==> config.mk <==
export PLATFORM = sky130hd
export DESIGN_NAME = pr_timer
export DESIGN_NICKNAME = d
export VERILOG_FILES = /design/src/rtl/pr_timer.sv
export SDC_FILE = /design/constraint.sdc
export NUM_CORES = 1
export LEC_CHECK = 0
export CORE_UTILIZATION = 55
export CTS_CLUSTER_DIAMETER = 150
export DETAILED_ROUTE_END_ITERATION = 12
export PLACE_DENSITY_LB_ADDON = 0.3
export SLEW_MARGIN = 10
export SYNTH_ARGS = -nofsm -noshare
export SYNTH_HDL_FRONTEND = slang
export SYNTH_SLANG_ARGS = --single-unit
==> constraint.sdc <==
create_clock -name clk -period 4.9 [get_ports clk]
set_clock_uncertainty 0.05 [all_clocks]
set_input_delay 0.735 -clock clk [delete_from_list [all_inputs] [get_ports clk]]
set_output_delay 0.735 -clock clk [all_outputs]
set_load 0.05 [all_outputs]
==> src/rtl/pr_timer.sv <==
// pr_timer: programmable down-counting bus timer, one-shot or auto-reload, level irq
//   clk, rst        : clock, asynchronous active-high reset
//   addr, we, wd, be: bus write side (0=CTRL, 1=PRESET, 2=COUNT read-only, 3=reserved)
//   rd              : combinational read data for addr
//   irq             : pending flag gated by CTRL.IM
module pr_timer #(
  parameter int CNT_W = 32
) (
  input  logic        clk,
  input  logic        rst,
  input  logic [1:0]  addr,
  input  logic        we,
  input  logic [31:0] wd,
  input  logic [3:0]  be,
  output logic [31:0] rd,
  output logic        irq
);
  typedef enum logic [1:0] {S_IDLE, S_LOAD, S_CNT, S_INT} state_t;
  state_t           r_state;
  logic [3:0]       r_ctrl;
  logic [CNT_W-1:0] r_preset;
  logic [CNT_W-1:0] r_count;
  logic             r_flag;
  logic             w_ctrl_wr;
  logic             w_preset_wr;
  logic             w_auto;
  logic             w_set;
  logic [31:0]      w_preset_ext;
  logic [31:0]      w_preset_merge;
  assign w_ctrl_wr    = we && addr == 2'd0;
  assign w_preset_wr  = we && addr == 2'd1;
  assign w_auto       = r_ctrl[2:1] == 2'b01;
  // terminal count reached while enabled: this edge enters INT and raises the flag
  assign w_set        = r_state == S_CNT && r_ctrl[0] && r_count <= CNT_W'(1);
  assign w_preset_ext = 32'(r_preset);
  always_comb begin
    w_preset_merge = w_preset_ext;
    for (int i = 0; i < 4; i++)
      w_preset_merge[8*i +: 8] = be[i] ? wd[8*i +: 8] : w_preset_ext[8*i +: 8];
  end
  assign rd  = addr == 2'd0 ? {28'd0, r_ctrl} :
               addr == 2'd1 ? 32'(r_preset) :
               addr == 2'd2 ? 32'(r_count) : 32'd0;
  assign irq = r_flag & r_ctrl[3];
  always_ff @(posedge clk or posedge rst) begin
    if (rst) begin
      r_state  <= S_IDLE;
      r_ctrl   <= '0;
      r_preset <= '0;
      r_count  <= '0;
      r_flag   <= 1'b0;
    end else begin
      case (r_state)
        S_IDLE: r_state <= r_ctrl[0] ? S_LOAD : S_IDLE;
        S_LOAD: begin
          r_count <= r_preset;
          r_state <= S_CNT;
        end
        S_CNT: begin
          if (!r_ctrl[0]) r_state <= S_IDLE;
          else if (w_set) begin
            r_count <= '0;
            r_state <= S_INT;
          end else r_count <= r_count - CNT_W'(1);
        end
        S_INT: begin
          r_state <= w_auto ? S_LOAD : S_IDLE;
          if (!w_auto) r_ctrl[0] <= 1'b0;
        end
      endcase
      // set beats any clear; auto-reload INT and register writes clear
      r_flag <= w_set | (r_flag & ~(w_ctrl_wr | w_preset_wr | (r_state == S_INT && w_auto)));
      // placed after the FSM so a CPU write overrides the one-shot En clear
      if (w_ctrl_wr && be[0]) r_ctrl <= wd[3:0];
      if (w_preset_wr) r_preset <= w_preset_merge[CNT_W-1:0];
    end
  end
endmodule

# Word level (Yosys, flattened, before mapping)
# Index checks and enable logic that the tools add are counted.
[totals]
inputBits = 41
reg_bits = 71
[classes]
n_mux = 14
reduce_logical = 16
magnitude_cmp = 1
eq_ne = 9
add_sub_neg = 1
n_bitwise = 6
[op_table]
columns = ["op", "count"]
rows = [
  ["32-bit 2-to-1 mux", 5],
  ["32-bit one-hot mux with 2 select lines", 1],
  ["32-bit by 1-bit less-or-equal comparator with 1-bit output (second input constant)", 1],
  ["32-bit by 1-bit subtractor with 32-bit output (second input constant)", 1],
  ["2-bit AND reduction", 6],
  ["2-bit one-hot mux with 4 select lines", 1],
  ["2-bit by 1-bit == test with 1-bit output (second input constant)", 3],
  ["2-bit == test (second input constant)", 3],
  ["1-bit logical AND", 6],
  ["1-bit 2-to-1 mux", 5],
  ["2-bit zero test", 2],
  ["2-bit 2-to-1 mux", 2],
  ["2-bit nonzero test", 2],
  ["3-bit != test (second input constant)", 1],
  ["1-bit bitwise OR", 3],
  ["1-bit bitwise AND", 2],
  ["2-bit by 1-bit != test with 1-bit output (second input constant)", 1],
  ["2-bit != test (second input constant)", 1],
  ["1-bit inverter", 1],
]

# Depth between registers and ports, before layout
[logic_depth]
word_depth = 7
depth_mapped = 8
depth_no_buf = 7

# Worst setup path before layout
# Ideal clock, no wire load.
[synth_timing]
path_type = "in2out"
startpoint = "in addr[1]"
endpoint = "out rd[2]"
n_path_buf = 1
arrival_ps = 2218
t_required_ps = 4115
setup_slack_ps = 1897
stages = 3
path_cell_list = "clkbuf_1 -> mux2i_1 -> o21ai_0"
[synth_between]
elab_chain_len = 4
[synth_rtl]
columns = ["item", "line_no", "source"]
rows = [
  ["start, declared", "11", "input logic [1:0] addr,"],
  ["2-bit == test", "43", "addr == 2'd2 ? 32'(r_count) : 32'd0;"],
  ["32-bit 2-to-1 mux", "43", ""],
  ["32-bit 2-to-1 mux", "42", "addr == 2'd1 ? 32'(r_preset) :"],
  ["32-bit 2-to-1 mux (*)", "41", "assign rd = addr == 2'd0 ? {28'd0, r_ctrl} :"],
  ["end, declared", "15", "output logic [31:0] rd,"],
]
# Mark *: on every way between the ends. The rest lies on a longest branch, timed or not.

# Final worst setup path
[layout_timing]
startpoint = "in addr[1]"
endpoint = "out rd[17]"
# The elaborated chain is that of the path after synthesis.

==> results.md <==
- The first detailed-routing pass took 5 iterations.
- The count of input and output buffers is 73.
- The x dimension of the die is 86.9 um.
- The required time at the worst-slack endpoint is 4120 ps.
- The maximum number of buffers from clock root to sink is 2.
- The final critical-path share of the clock period is 83.9%.
- The power per cell area is 541 nW/um^2.
- The worst register-to-register path begins at r_count[0]$_DFFE_PP0P_.
- The number of nets in the synthesized netlist is 433.
- Setup repair after global routing left no endpoint under its margin.
- After detailed routing, the average wire length per cell comes to 18.9 um.
- The antenna diode count is 0.
- Measured along the y axis, the die boundary spans 86.9 um.
- The most common library cell in the layout ignoring fill and taps is clkdlybuf4s50_1.
- The synthesized design contains 71 register bits.
- The worst register-to-register path ends at r_count[30]$_DFFE_PP0P_.
- The number of clock buffers added by TritonCTS is 9.
- The worst hold path belongs to the class reg2reg.
- The largest net degree at the start of global routing is 41.
- The count of final max-slew check failures is 0.
- The end of the critical path is rd[17].
- TritonCTS built the clock tree.
- The internal power summed over all cells is 1500 uW.
- In this run the count of I/O pins placed on the die edge is 74.
- The worst setup path is launched from an input port.
- The hold violation count in the final report is 0.
- The transition time of the tightest slew-check pin is 1100 ps.
- The upper clock frequency limit is 243 MHz.
- Counting buffers and inverters, the worst setup path is 5 cells deep.
- The final net count is 492.
- The switching portion of total power is 43.6%.
- The signed area change from the synthesized netlist to the final layout is 23.6%.
- The initial utilization of the core area, before any placement, comes to 57.7%.
- The sequential cell fraction of total power is 41.1%.
- The number of cells upsized or downsized after cts is 0.
- The total number of placement rows is 30.
- The number of max-cap violations is 0.
- In this run, the clock network consumes 15.4% of the power.
- The root buffer selected by CTS is clkbuf_8.
- The initial antenna violation count is 0.
- The post-synthesis instance total is 390.
- In this run, the combinational gates consume 43.5% of the power.
- The post-route DRC violation count is 0.
- The critical path arrival is 3320 ps.
- The first-pass GRT wire length is 17100 um.
- The average footprint of a synthesized cell is 10.2 sq um.
- Routability-driven placement finished with a final weighted congestion of 0.899.
- Summing the sequential cell areas from Yosys gives 44.8% of the chip area.
- The number of enable-type register cells in the synthesized netlist is 0.
- In this run the worst path has a maximum fanout of 16.
- The most used flip-flop cell after synthesis is dfrtp_1.
- For the finished layout, the period the worst path requires is 4110 ps.
- The worst setup path is captured at a primary output.
- The fraction of layout cells with a size suffix above 1 is 14.4%.
- The die covers 7550 sq um.
- Setup violations remaining at the end of the flow were counted as 0.
- The per-cell via count in the routed design is 6.64.
- The clock insertion delay at the later pin of the skew report is 340 ps.
- The top cell types in the final layout, fill and taps aside, are 73 x clkdlybuf4s50_1, 71 x dfrtp_1, 35 x mux2_2, 32 x a22o_1, 24 x nand2_1.
- The number of buffers and inverters on the critical path is 3.
- Counting flops with an async set or reset pin after synthesis yields a share of 100%.
- Buffers inserted to repair hold after CTS numbered 0.
- The worst slew margin relative to its limit is 26.2%.
- The maximum level of the CTS H-tree is 3.
- The cell occurring most often along the worst timing path is clkdlybuf4s50_1.
- For this run, the number of standard cells in the final layout without fillers is 548.
- After clock tree synthesis, the clock-pin slew on the worst setup and hold paths is 70 ps.
- The total vias in the final route is 3638.
- The estimated wirelength of the detail-placed design is 7130 um.
- The sum of negative setup slack is 0 ps.
- In this design, the stage delay of the slowest critical-path cell is 810 ps.
- The clock net sink count is 71.
- The global route total overflow is 0.
- Buffers added to address setup during post-CTS repair amount to 0.
- Across the VDD grid, the largest voltage drop is 0.337 mV.
- The static power due to leakage is 0.00191 uW.
- The cell with the largest stage delay on the worst path is clkdlybuf4s50_1.
- The core area is 6870 sq um.
- In this run, distinct cell masters in the synthesized netlist total 48.
- The via count of the first global-routing pass was 3493.
- The worst setup slack for register-to-register paths is 1810 ps.
- The post-synthesis instance area is 3970 sq um.
- The global-route total usage across every layer is 29.2%.
- The signal on the critical path passes through clkdlybuf4s50_1, nor2b_2, buf_4, a22o_1, clkdlybuf4s50_1.
- The number of cell instances on the worst register-to-register path is 7.
- In this run the remaining antenna-violating nets after routing total 0.
- The number of warning messages in the yosys log is 0.
- The flow ran to the end, and the final reports show no timing, DRC or antenna violations.
- Among cell families on the critical path, the largest total delay comes from buffers and inverters.
- The launch point of the critical path is addr[1].
- Summed over all nets, the switching power comes to 1160 uW.
- The critical path in this run is classified as in2out.
- For this block, the routed nets add up to 10400 um of wire.
- For this block, the initial DRC count from the detailed router was 428.
- Counting tap cells, the placed design contains a total of 534 instances.
-- metrics by stage --
step	util, %	area, sq um	setup WS (ps)	power, uW	hold slack, ps
4_1_cts	71.3	4900	801	2640	474
6_report	71.3	4900	790	2650	479
2_1_floorplan	-	3970	1900	1870	416
5_1_grt	71.3	4900	637	2810	513
3_3_place_gp	69.0	4740	870	2180	450
3_5_place_dp	69.0	4740	811	2220	462
-- worst reg2reg max path, delay by kind of cell, from the launching register on --
kind | cells | cell delay, ps
AND/OR/NAND/NOR | 3 | 1610
AO/OA/AOI/OAI | 2 | 490
flip-flops | 1 | 460
adder cells (fa/ha/maj) | 1 | 220
buffers and inverters | 1 | 120
-- worst min path at each step --
stage / endpoint / from / cells past startpoint / slack, ps
global route: r_preset[15]$_DFFE_PP0P_ / r_preset[15]$_DFFE_PP0P_ / 1 / 510
global placement: r_count[25]$_DFFE_PP0P_ / r_preset[25]$_DFFE_PP0P_ / 2 / 450
CTS: r_count[25]$_DFFE_PP0P_ / r_preset[25]$_DFFE_PP0P_ / 2 / 470
floorplan: r_count[25]$_DFFE_PP0P_ / r_preset[25]$_DFFE_PP0P_ / 2 / 420
detailed placement: r_count[25]$_DFFE_PP0P_ / r_preset[25]$_DFFE_PP0P_ / 2 / 460
finish: r_count[25]$_DFFE_PP0P_ / r_preset[25]$_DFFE_PP0P_ / 2 / 480
-- cells in the mapped netlist, types with 2 or more instances --
cell type	count	area (sq um)
dfrtp_1	71	1780
mux2_2	35	394
a22o_1	32	280
clkbuf_1	25	93.8
nand2_1	24	90.1
o21ai_0	23	115
nand3_1	18	90.1
a22oi_1	17	128
nor3_1	14	70.1
o311ai_0	10	87.6
or4_1	10	75.1
o211ai_1	8	60.1
or3_1	8	50.1
a31oi_1	7	43.8
nand4_1	7	43.8
o31ai_1	7	52.6
inv_1	6	22.5
nand2b_1	6	37.5
nor4_1	6	37.5
nor2b_1	5	31.3
and3_1	4	25.0
mux2i_1	4	40.0
nor2_1	4	15.0
or2_2	4	25.0
a21oi_1	3	15.0
a2bb2oi_1	2	17.5
a41oi_1	2	17.5
and2_1	2	12.5
buf_2	2	10.0
ha_1	2	25.0
nand4b_1	2	17.5
o221ai_1	2	17.5
o22ai_1	2	12.5
o41ai_1	2	17.5
-- power by group through the flow --
stage                     Combinational, uW  Clock, uW  Sequential, uW
after global placement                 1110          0            1070
after floorplan                         911          0             963
after global routing                   1250        437            1120
after detailed placement               1140          0            1080
final                                  1150        407            1090
after CTS                              1150        412            1080
-- kinds of logic (layout without fill, tap and decap cells) --
family / after synthesis / after routing / share of synthesized area, %
fa+ha+maj: 2 / 2 / 0.631
flops: 71 / 71 / 44.8
simple gates: 120 / 120 / 16.9
compound gates: 122 / 122 / 22.9
mux: 39 / 39 / 10.9
buf+inv: 36 / 98 / 3.76
-- layer usage --
metal,routed length (um),part of all wire (%),up-vias,track usage [%]
met1,4380,42,1778,40.1
met5,0,0,-,0
li1,-,-,1647,-
met2,4950,48,195,46.0
met3,866,8.4,18,6.07
met4,160,1.5,0,10.8
-- sequential cells by signal (all words and copies together) (netlist names) --
signal and flops:
r_count 32, r_ctrl 4, r_preset 32, r_state 2, r_flag 1
-- cell type report --
| type | count | area [sq um] |
|---|---|---|
| clock inverter | 1 | 5.00 |
| fill | 514 | 1970 |
| clock buffer | 13 | 159 |
| tap | 96 | 120 |
| timing repair buffer | 78 | 768 |
| sequential | 71 | 1780 |
| multi-input combinational | 283 | 2050 |
| inverter | 6 | 22.5 |
(Power assumes the default switching activity.)
